[src/rtl/nvme_buffer_arbiter.sv]
// ---------------------------------------------------------------------------
// nvme_buffer_arbiter
//
// This block shares the NVMe data buffer RAM between two DMA requesters.
// Requester 0 is the PCIe completion path and requester 1 is the host AXI path.
//
// Write port:
//   - Round-robin arbitration between w0 and w1.
//   - A multi-beat burst locks the port to its owner until the beat with
//     last=1 is accepted.
//   - A handshake drives the RAM write in the same cycle.
//
// Read port:
//   - Round-robin arbitration between r0 and r1, one beat per grant, no lock.
//   - The RAM registers its read data. A one-bit tag routes that data back
//     to the requester that issued the read, one cycle later.
//
// Ports:
//   clk, rst_n                 sole clock; asynchronous active-low reset
//   i_wN_valid / o_wN_ready    write handshake (N = 0, 1)
//   i_wN_addr/_be/_data/_last  write word address, 32-bit lane enables,
//                              data, burst-end flag
//   i_rN_valid / o_rN_ready    read handshake (N = 0, 1)
//   i_rN_addr                  read word address
//   o_rN_rvalid / o_rN_rdata   read response, one cycle after handshake
//   o_ram_we/_waddr/_din       RAM write port (per-lane enables)
//   o_ram_re/_raddr            RAM read port
//   i_ram_dout                 RAM read data, valid the cycle after o_ram_re
// ---------------------------------------------------------------------------
module nvme_buffer_arbiter #(
  parameter int ADDR_BITS = 8
) (
  input  logic                 clk,
  input  logic                 rst_n,
  // write requester 0
  input  logic                 i_w0_valid,
  output logic                 o_w0_ready,
  input  logic [ADDR_BITS-1:0] i_w0_addr,
  input  logic [3:0]           i_w0_be,
  input  logic [127:0]         i_w0_data,
  input  logic                 i_w0_last,
  // write requester 1
  input  logic                 i_w1_valid,
  output logic                 o_w1_ready,
  input  logic [ADDR_BITS-1:0] i_w1_addr,
  input  logic [3:0]           i_w1_be,
  input  logic [127:0]         i_w1_data,
  input  logic                 i_w1_last,
  // read requester 0
  input  logic                 i_r0_valid,
  output logic                 o_r0_ready,
  input  logic [ADDR_BITS-1:0] i_r0_addr,
  output logic                 o_r0_rvalid,
  output logic [127:0]         o_r0_rdata,
  // read requester 1
  input  logic                 i_r1_valid,
  output logic                 o_r1_ready,
  input  logic [ADDR_BITS-1:0] i_r1_addr,
  output logic                 o_r1_rvalid,
  output logic [127:0]         o_r1_rdata,
  // buffer RAM
  output logic [3:0]           o_ram_we,
  output logic [ADDR_BITS-1:0] o_ram_waddr,
  output logic [127:0]         o_ram_din,
  output logic                 o_ram_re,
  output logic [ADDR_BITS-1:0] o_ram_raddr,
  input  logic [127:0]         i_ram_dout
);

  typedef enum logic [1:0] {
    ST_IDLE  = 2'd0,
    ST_LOCK0 = 2'd1,
    ST_LOCK1 = 2'd2
  } wstate_e;

  wstate_e r_wstate;
  logic    r_wlast_gnt;   // last requester granted a write beat
  logic    r_rlast_gnt;   // last requester granted a read
  logic    r_tag_valid;   // a read was accepted last cycle
  logic    r_tag_id;      // which requester issued that read

  logic    w_wgnt0;
  logic    w_wgnt1;
  logic    w_rgnt0;
  logic    w_rgnt1;

  // -------------------------------------------------------------------------
  // Write grant.
  // Grants are forced low while reset is asserted, so no handshake and no
  // RAM write can happen during reset.
  // -------------------------------------------------------------------------
  always_comb begin
    // NOTE: every output of this block gets a default first, so no path
    // leaves a signal unassigned and no latch is inferred.
    w_wgnt0 = 1'b0;
    w_wgnt1 = 1'b0;
    if (rst_n) begin
      case (r_wstate)
        ST_IDLE: begin
          // On contention, the requester that did not win last time wins.
          w_wgnt0 = i_w0_valid && (!i_w1_valid ||  r_wlast_gnt);
          w_wgnt1 = i_w1_valid && (!i_w0_valid || !r_wlast_gnt);
        end
        ST_LOCK0: w_wgnt0 = i_w0_valid;
        ST_LOCK1: w_wgnt1 = i_w1_valid;
        default: ;
      endcase
    end
  end

  assign o_w0_ready  = w_wgnt0;
  assign o_w1_ready  = w_wgnt1;
  assign o_ram_we    = w_wgnt0 ? i_w0_be : (w_wgnt1 ? i_w1_be : 4'b0000);
  assign o_ram_waddr = w_wgnt1 ? i_w1_addr : i_w0_addr;
  assign o_ram_din   = w_wgnt1 ? i_w1_data : i_w0_data;

  // -------------------------------------------------------------------------
  // Write burst lock FSM.
  // A beat with be=0 still counts as a beat, so its last bit is honoured.
  // -------------------------------------------------------------------------
  always_ff @(posedge clk or negedge rst_n) begin
    if (!rst_n) begin
      r_wstate    <= ST_IDLE;
      r_wlast_gnt <= 1'b1;   // requester 0 wins the first contention
    end else if (w_wgnt0) begin
      // NOTE: state is updated with non-blocking assignments, so every
      // right-hand side sees the values from before this clock edge.
      r_wlast_gnt <= 1'b0;
      r_wstate    <= i_w0_last ? ST_IDLE : ST_LOCK0;
    end else if (w_wgnt1) begin
      r_wlast_gnt <= 1'b1;
      r_wstate    <= i_w1_last ? ST_IDLE : ST_LOCK1;
    end
  end

  // -------------------------------------------------------------------------
  // Read arbitration: single beat, round-robin, never locks.
  // -------------------------------------------------------------------------
  assign w_rgnt0 = rst_n && i_r0_valid && (!i_r1_valid ||  r_rlast_gnt);
  assign w_rgnt1 = rst_n && i_r1_valid && (!i_r0_valid || !r_rlast_gnt);

  assign o_r0_ready  = w_rgnt0;
  assign o_r1_ready  = w_rgnt1;
  assign o_ram_re    = w_rgnt0 || w_rgnt1;
  assign o_ram_raddr = w_rgnt1 ? i_r1_addr : i_r0_addr;

  // The tag follows the RAM's one-cycle read pipeline.
  // Reset clears it, so a response that is still in flight is dropped.
  always_ff @(posedge clk or negedge rst_n) begin
    if (!rst_n) begin
      r_rlast_gnt <= 1'b1;
      r_tag_valid <= 1'b0;
      r_tag_id    <= 1'b0;
    end else begin
      r_tag_valid <= w_rgnt0 || w_rgnt1;
      r_tag_id    <= w_rgnt1;
      if (w_rgnt0) begin
        r_rlast_gnt <= 1'b0;
      end else if (w_rgnt1) begin
        r_rlast_gnt <= 1'b1;
      end
    end
  end

  assign o_r0_rvalid = r_tag_valid && !r_tag_id;
  assign o_r1_rvalid = r_tag_valid &&  r_tag_id;
  // Both requesters see the RAM data; only rvalid says whose it is.
  assign o_r0_rdata  = i_ram_dout;
  assign o_r1_rdata  = i_ram_dout;

endmodule

[config.mk]
export PLATFORM = sky130hd
export DESIGN_NAME = nvme_buffer_arbiter
export DESIGN_NICKNAME = d
export VERILOG_FILES = /design/src/rtl/nvme_buffer_arbiter.sv
export SDC_FILE = /design/constraint.sdc
export NUM_CORES = 1
export LEC_CHECK = 0
export CAP_MARGIN = 20
export CORE_AREA = 4 4 328 330
export CTS_BUF_LIST = sky130_fd_sc_hd__clkbuf_2
export CTS_CLUSTER_DIAMETER = 120
export DETAILED_ROUTE_END_ITERATION = 10
export DIE_AREA = 0 0 332 334
export GPL_TIMING_DRIVEN = 0
export PLACE_DENSITY_LB_ADDON = 0.25
export SLEW_MARGIN = 0
export SYNTH_ARGS = -nofsm -noshare
export SYNTH_HDL_FRONTEND = slang
export SYNTH_SLANG_ARGS = --single-unit
[constraint.sdc]
create_clock -name clk -period 1.7 [get_ports clk]
set_clock_uncertainty 0.05 [all_clocks]
set_input_delay 0.255 -clock clk [delete_from_list [all_inputs] [get_ports clk]]
set_output_delay 0.255 -clock clk [all_outputs]
set_load 0.005 [all_outputs]
# [Yosys cells after proc, flatten, opt, wreduce, memory -nomap -nowiden]
# Index checks and enable logic that the tools add are counted.
[op_classes] n_addsub=0 n_mul=0 n_div=0 magnitude_cmp=0 eq_ne=2 n_shift=0 mux=17 bitwise_logic=0 n_reduce_logical=23
[ops] operator="two-way mux 128 bit" count=1
[ops] operator="two-way mux 8 bit" count=2
[ops] operator="logical AND 1 bit" count=8
[ops] operator="two-way mux 4 bit" count=2
[ops] operator="zero test 1 bit" count=7
[ops] operator="two-way mux 1 bit" count=7
[ops] operator="two-way mux 2 bit" count=3
[ops] operator="logical OR 1 bit" count=5
[ops] operator="one-hot mux 1 bit (2 select lines)" count=2
[ops] operator="nonzero test 2 bit" count=2
[ops] operator="== test 2 x 1 -> 1 bit, second input constant" count=1
[ops] operator="== test 2 bit, second input constant" count=1
[ops] operator="zero test 2 bit" count=1
[totals] register_bits=6 latch_bits=0 ramBits=0 mem_bits_ro=0 inputBits=432 elab_cells=47 mem_count=0

# [Logic depth before layout (Yosys ltp)]
[depth] depth_word=7 depth_mapped=6

# [Worst setup path before layout]
# OpenSTA, ideal clock, no wires.
[synth_path] kind="register to output" start="register r_wlast_gnt" end="output port o_ram_din[0]" arrival_ns=1.333 setup_slack_ns=0.062 path_stages_with_launch=6 n_path_buf=2 path_cell_list="dfstp_2 nand3b_1 nand2_2 buf_6 buf_6 mux2_4"
[synth_between] elab_chain_cells=6
[synth_rtl] element="start, declared" line="77" source="logic r_wlast_gnt;"
[synth_rtl] element="start signal, assigned" line="124" source="r_wlast_gnt <= 1'b1;"
[synth_rtl] element="start signal, assigned" line="128" source="r_wlast_gnt <= 1'b0;"
[synth_rtl] element="start signal, assigned" line="131" source="r_wlast_gnt <= 1'b1;"
[synth_rtl] element="zero test 1 bit" line="102" source="w_wgnt1 = i_w1_valid && (!i_w0_valid || !r_wlast_gnt);"
[synth_rtl] element="logical OR 1 bit" line="102"
[synth_rtl] element="logical AND 1 bit" line="102"
[synth_rtl] element="one-hot mux 1 bit (2 select lines)" line="98" source="case (r_wstate)"
[synth_rtl] element="two-way mux 1 bit" line="97" source="if (rst_n) begin"
[synth_rtl] element="two-way mux 128 bit" line="115" source="assign o_ram_din = w_wgnt1 ? i_w1_data : i_w0_data;"
[synth_rtl] element="end, declared" line="64" source="output logic [127:0] o_ram_din,"
# No other way between the ends.

# [Worst setup path after layout]
[layout_path] start="input port i_w1_valid" end="output port o_ram_din[102]"
[layout_between] elab_chain_cells=4
[layout_rtl] element="start, declared" line="43" source="input logic i_w1_valid,"
[layout_rtl] element="logical AND 1 bit" line="102"
[layout_rtl] element="one-hot mux 1 bit (2 select lines) *" line="98"
[layout_rtl] element="two-way mux 1 bit *" line="97"
[layout_rtl] element="two-way mux 128 bit *" line="115"
# Mark *: on every way between the ends. The rest lies on a longest branch, timed or not.

==> results.md <==
- Worst Setup End Kind: primary output
- Syn_nets: 882
- Critical path buffer and inverter count: 8
- Fin Setup TNS: -84840 ps
- Syn. warnings: 0
- Fill cell count: 12040
- Vias/cell: 2.248
- Netlist cell types: 21
- CTS tree: yes
- Routability Congestion: 0.8052
- Most common cell after layout, fill and taps aside: clkdlybuf4s50_1
- Hold crit path type: input port to asynchronous set/reset pin
- Nets: 1642
- Slew margin rel.: 69.36%
- # diodes: 0
- Site row count: 119
- Syn-to-layout area delta: 201.9%
- First-pass GRT wire length: 50.82 mm
- Critical path startpoint category: input port
- Initial antenna violation count: 3
- Slowest Stage Delay on Critical Path: 470 ps
- Clk pin slew, worst setup/hold paths: 90 ps
- Crit-path slowest cell: clkdlybuf4s50_1
- Starting density of the core: 4.311%
- Fin crit share: 147.4%
- RSZ-0062 raised after global routing: true
- Total track usage: 6.357%
- DRT Pass-1 Iters: 4
- Die height: 334 um
- Core Region: 0.1048 mm^2
- Die width: 332 um
- Vias: 5842
- DRC Markers: 0
- TritonCTS buffer count: 3
- Grt total ovfl: 0
- Root buffer cell: clkbuf_2
- Peak supply drop: 0.0002495 V
- Commonest cells after routing, fill and taps aside: clkdlybuf4s50_1, buf_4, mux2_4
- Data required, critical path: 1390 ps
- Top delay family on crit path: buffers and inverters
- Clock Latency Late Sink: 250 ps
- H-tree depth: 1
- Worst Path Class, Setup: input port to primary output
- Max Cap Violations: 0
- Final Power: 5.486 mW
- Post-Synthesis Cells: 450
- Actual slew at the worst max-slew pin: 458.6 ps
- Status: complete, but fails checks
- Tmin final: 2507 ps
- Vias in the first global route: 6358
- Sequential area share after synthesis: 3.378%
- CP Max Fanout: 7
- Final Hold Vio Count: 0
- Fmax: 398.9 MHz
- Fin. max-slew vios: 0
- CTS max path bufs: 2
- Number of I/O port buffers: 714
- Yosys reg bits: 6
- Largest net degree at the start of global routing: 12
- Failing checks: negative setup slack
- Initial drt markers: 64
- Leakage: 5.993 nW
- Clock Sinks: 6
- Avg Cell Area, Syn: 10.04 um^2
- Die area: 0.1109 mm^2
- WL/cell: 14.94 um
- Final worst setup slack: -806.6 ps
- Share of cells above drive strength 1: 48.76%
- Cell mode on critical path: buf_4
- DPL Wire Length: 35.67 mm
- Synth Cell Area: 0.004519 mm^2
- CP cell instances: clkdlybuf4s50_1, and3b_2, nand2_2, buf_4, buf_4, buf_12, buf_12, buf_16, buf_4, mux2_4, buf_6
- Routed wire length: 38.83 mm
- ANT nets after route: 0
- Crit path DAT: 2200 ps
- Final setup vio count: 151
- Power per cell area: 402.1 mW/mm^2
- # IOs: 843
==> metrics by stage <==
stage          util (%)  instances  hold WS, ps  area [um^2]  setup WS [ps]
6_report          13.01       2599        117.0        13640         -806.6
5_1_grt           13.01       2599        106.8        13640         -929.4
4_1_cts           13.17       2590        103.0        13810         -918.0
3_5_place_dp      12.79       2555        440.1        13410          -1954
3_3_place_gp      12.79       2555        440.5        13410          -1923
2_1_floorplan         -        450       -90.59         4519          62.24
==> routing by layer <==
layer / GRT usage, % / share of wire, %
met3: 2.897 / 11
met5: 0 / 0.033
met4: 0.4341 / 0.51
met2: 12.33 / 53
met1: 6.474 / 35
==> path summary, 6_finish.rpt <==
path	startpoint	endpoint	slack (ps)	cells past startpoint
max reg2reg	r_wlast_gnt	r_wlast_gnt	410	4
min in group clk	i_r0_valid	r_rlast_gnt	350	2
min	rst_n	r_rlast_gnt	120	1
max	i_w1_valid	o_ram_din[102]	-810	11
min reg2reg	r_wstate[0]	r_wstate[0]	480	2
max in group asynchronous	rst_n	r_wstate[1]	670	2
==> cell families (layout without fill, tap and decap cells) <==
family | after synthesis | in the layout | share of synthesized area, %
AND/OR/NAND/NOR | 15 | 16 | 1.827
buffers and inverters | 274 | 1031 | 46.51
multiplexers | 144 | 144 | 46.59
AO/OA/AOI/OAI | 11 | 11 | 1.689
flip-flops | 6 | 6 | 3.378
==> power breakdown <==
group / leakage (nW) / switching (mW) / internal, mW
sequential: 0.0705 / 0.0313 / 0.198
clock: 0.0125 / 0.0787 / 0.0481
combinational: 5.91 / 1.71 / 3.42
total: 5.99 / 1.82 / 3.66
==> flip-flops by register name, indices dropped and copies added (netlist names) <==
| signal | flops |
|---|---|
| r_rlast_gnt | 1 |
| r_tag_id | 1 |
| r_tag_valid | 1 |
| r_wlast_gnt | 1 |
| r_wstate | 2 |
==> cell type report <==
type | count | area [um^2] | area share (%)
buffer | 269 | 2163 | 15.86
clock buffer | 3 | 15.01 | 0.1101
inverter | 3 | 17.52 | 0.1284
multi-input combinational | 171 | 2332 | 17.10
sequential | 6 | 152.6 | 1.119
tap | 1391 | 1740 | 12.76
timing repair buffer | 756 | 7221 | 52.93
==> synth_stat cells <==
| cell | instances | area share [%] |
|---|---|---|
| buf_4 | 256 | 43 |
| mux2_4 | 129 | 43 |
| buf_6 | 15 | 3.7 |
| mux2_2 | 15 | 3.7 |
| a21oi_1 | 4 | 0.44 |
| a22o_1 | 4 | 0.78 |
| dfrtp_1 | 4 | 2.2 |
| nand2_1 | 4 | 0.33 |
| inv_1 | 3 | 0.25 |
| nor2_1 | 3 | 0.25 |
| dfstp_2 | 2 | 1.2 |
| nand3b_1 | 2 | 0.33 |
| a31oi_1 | 1 | 0.14 |
| and2_1 | 1 | 0.14 |
| and3b_2 | 1 | 0.22 |
| nand2_2 | 1 | 0.14 |
| nand3_1 | 1 | 0.11 |
| nor2b_1 | 1 | 0.14 |
| nor3b_1 | 1 | 0.17 |
| o21a_1 | 1 | 0.17 |
| o31ai_1 | 1 | 0.17 |
==> timing repair <==
action | in CTS | in global routing
setup endpoints to repair | 157 | 153
endpoints found under the hold margin | 4 | 0
pin swaps | 5 | 1
setup buffers | 27 | 11
hold buffers | 1 | 0
gates cloned | 4 | 0
resized for setup | 293 | 205
Power figures use the tool's default switching activity.
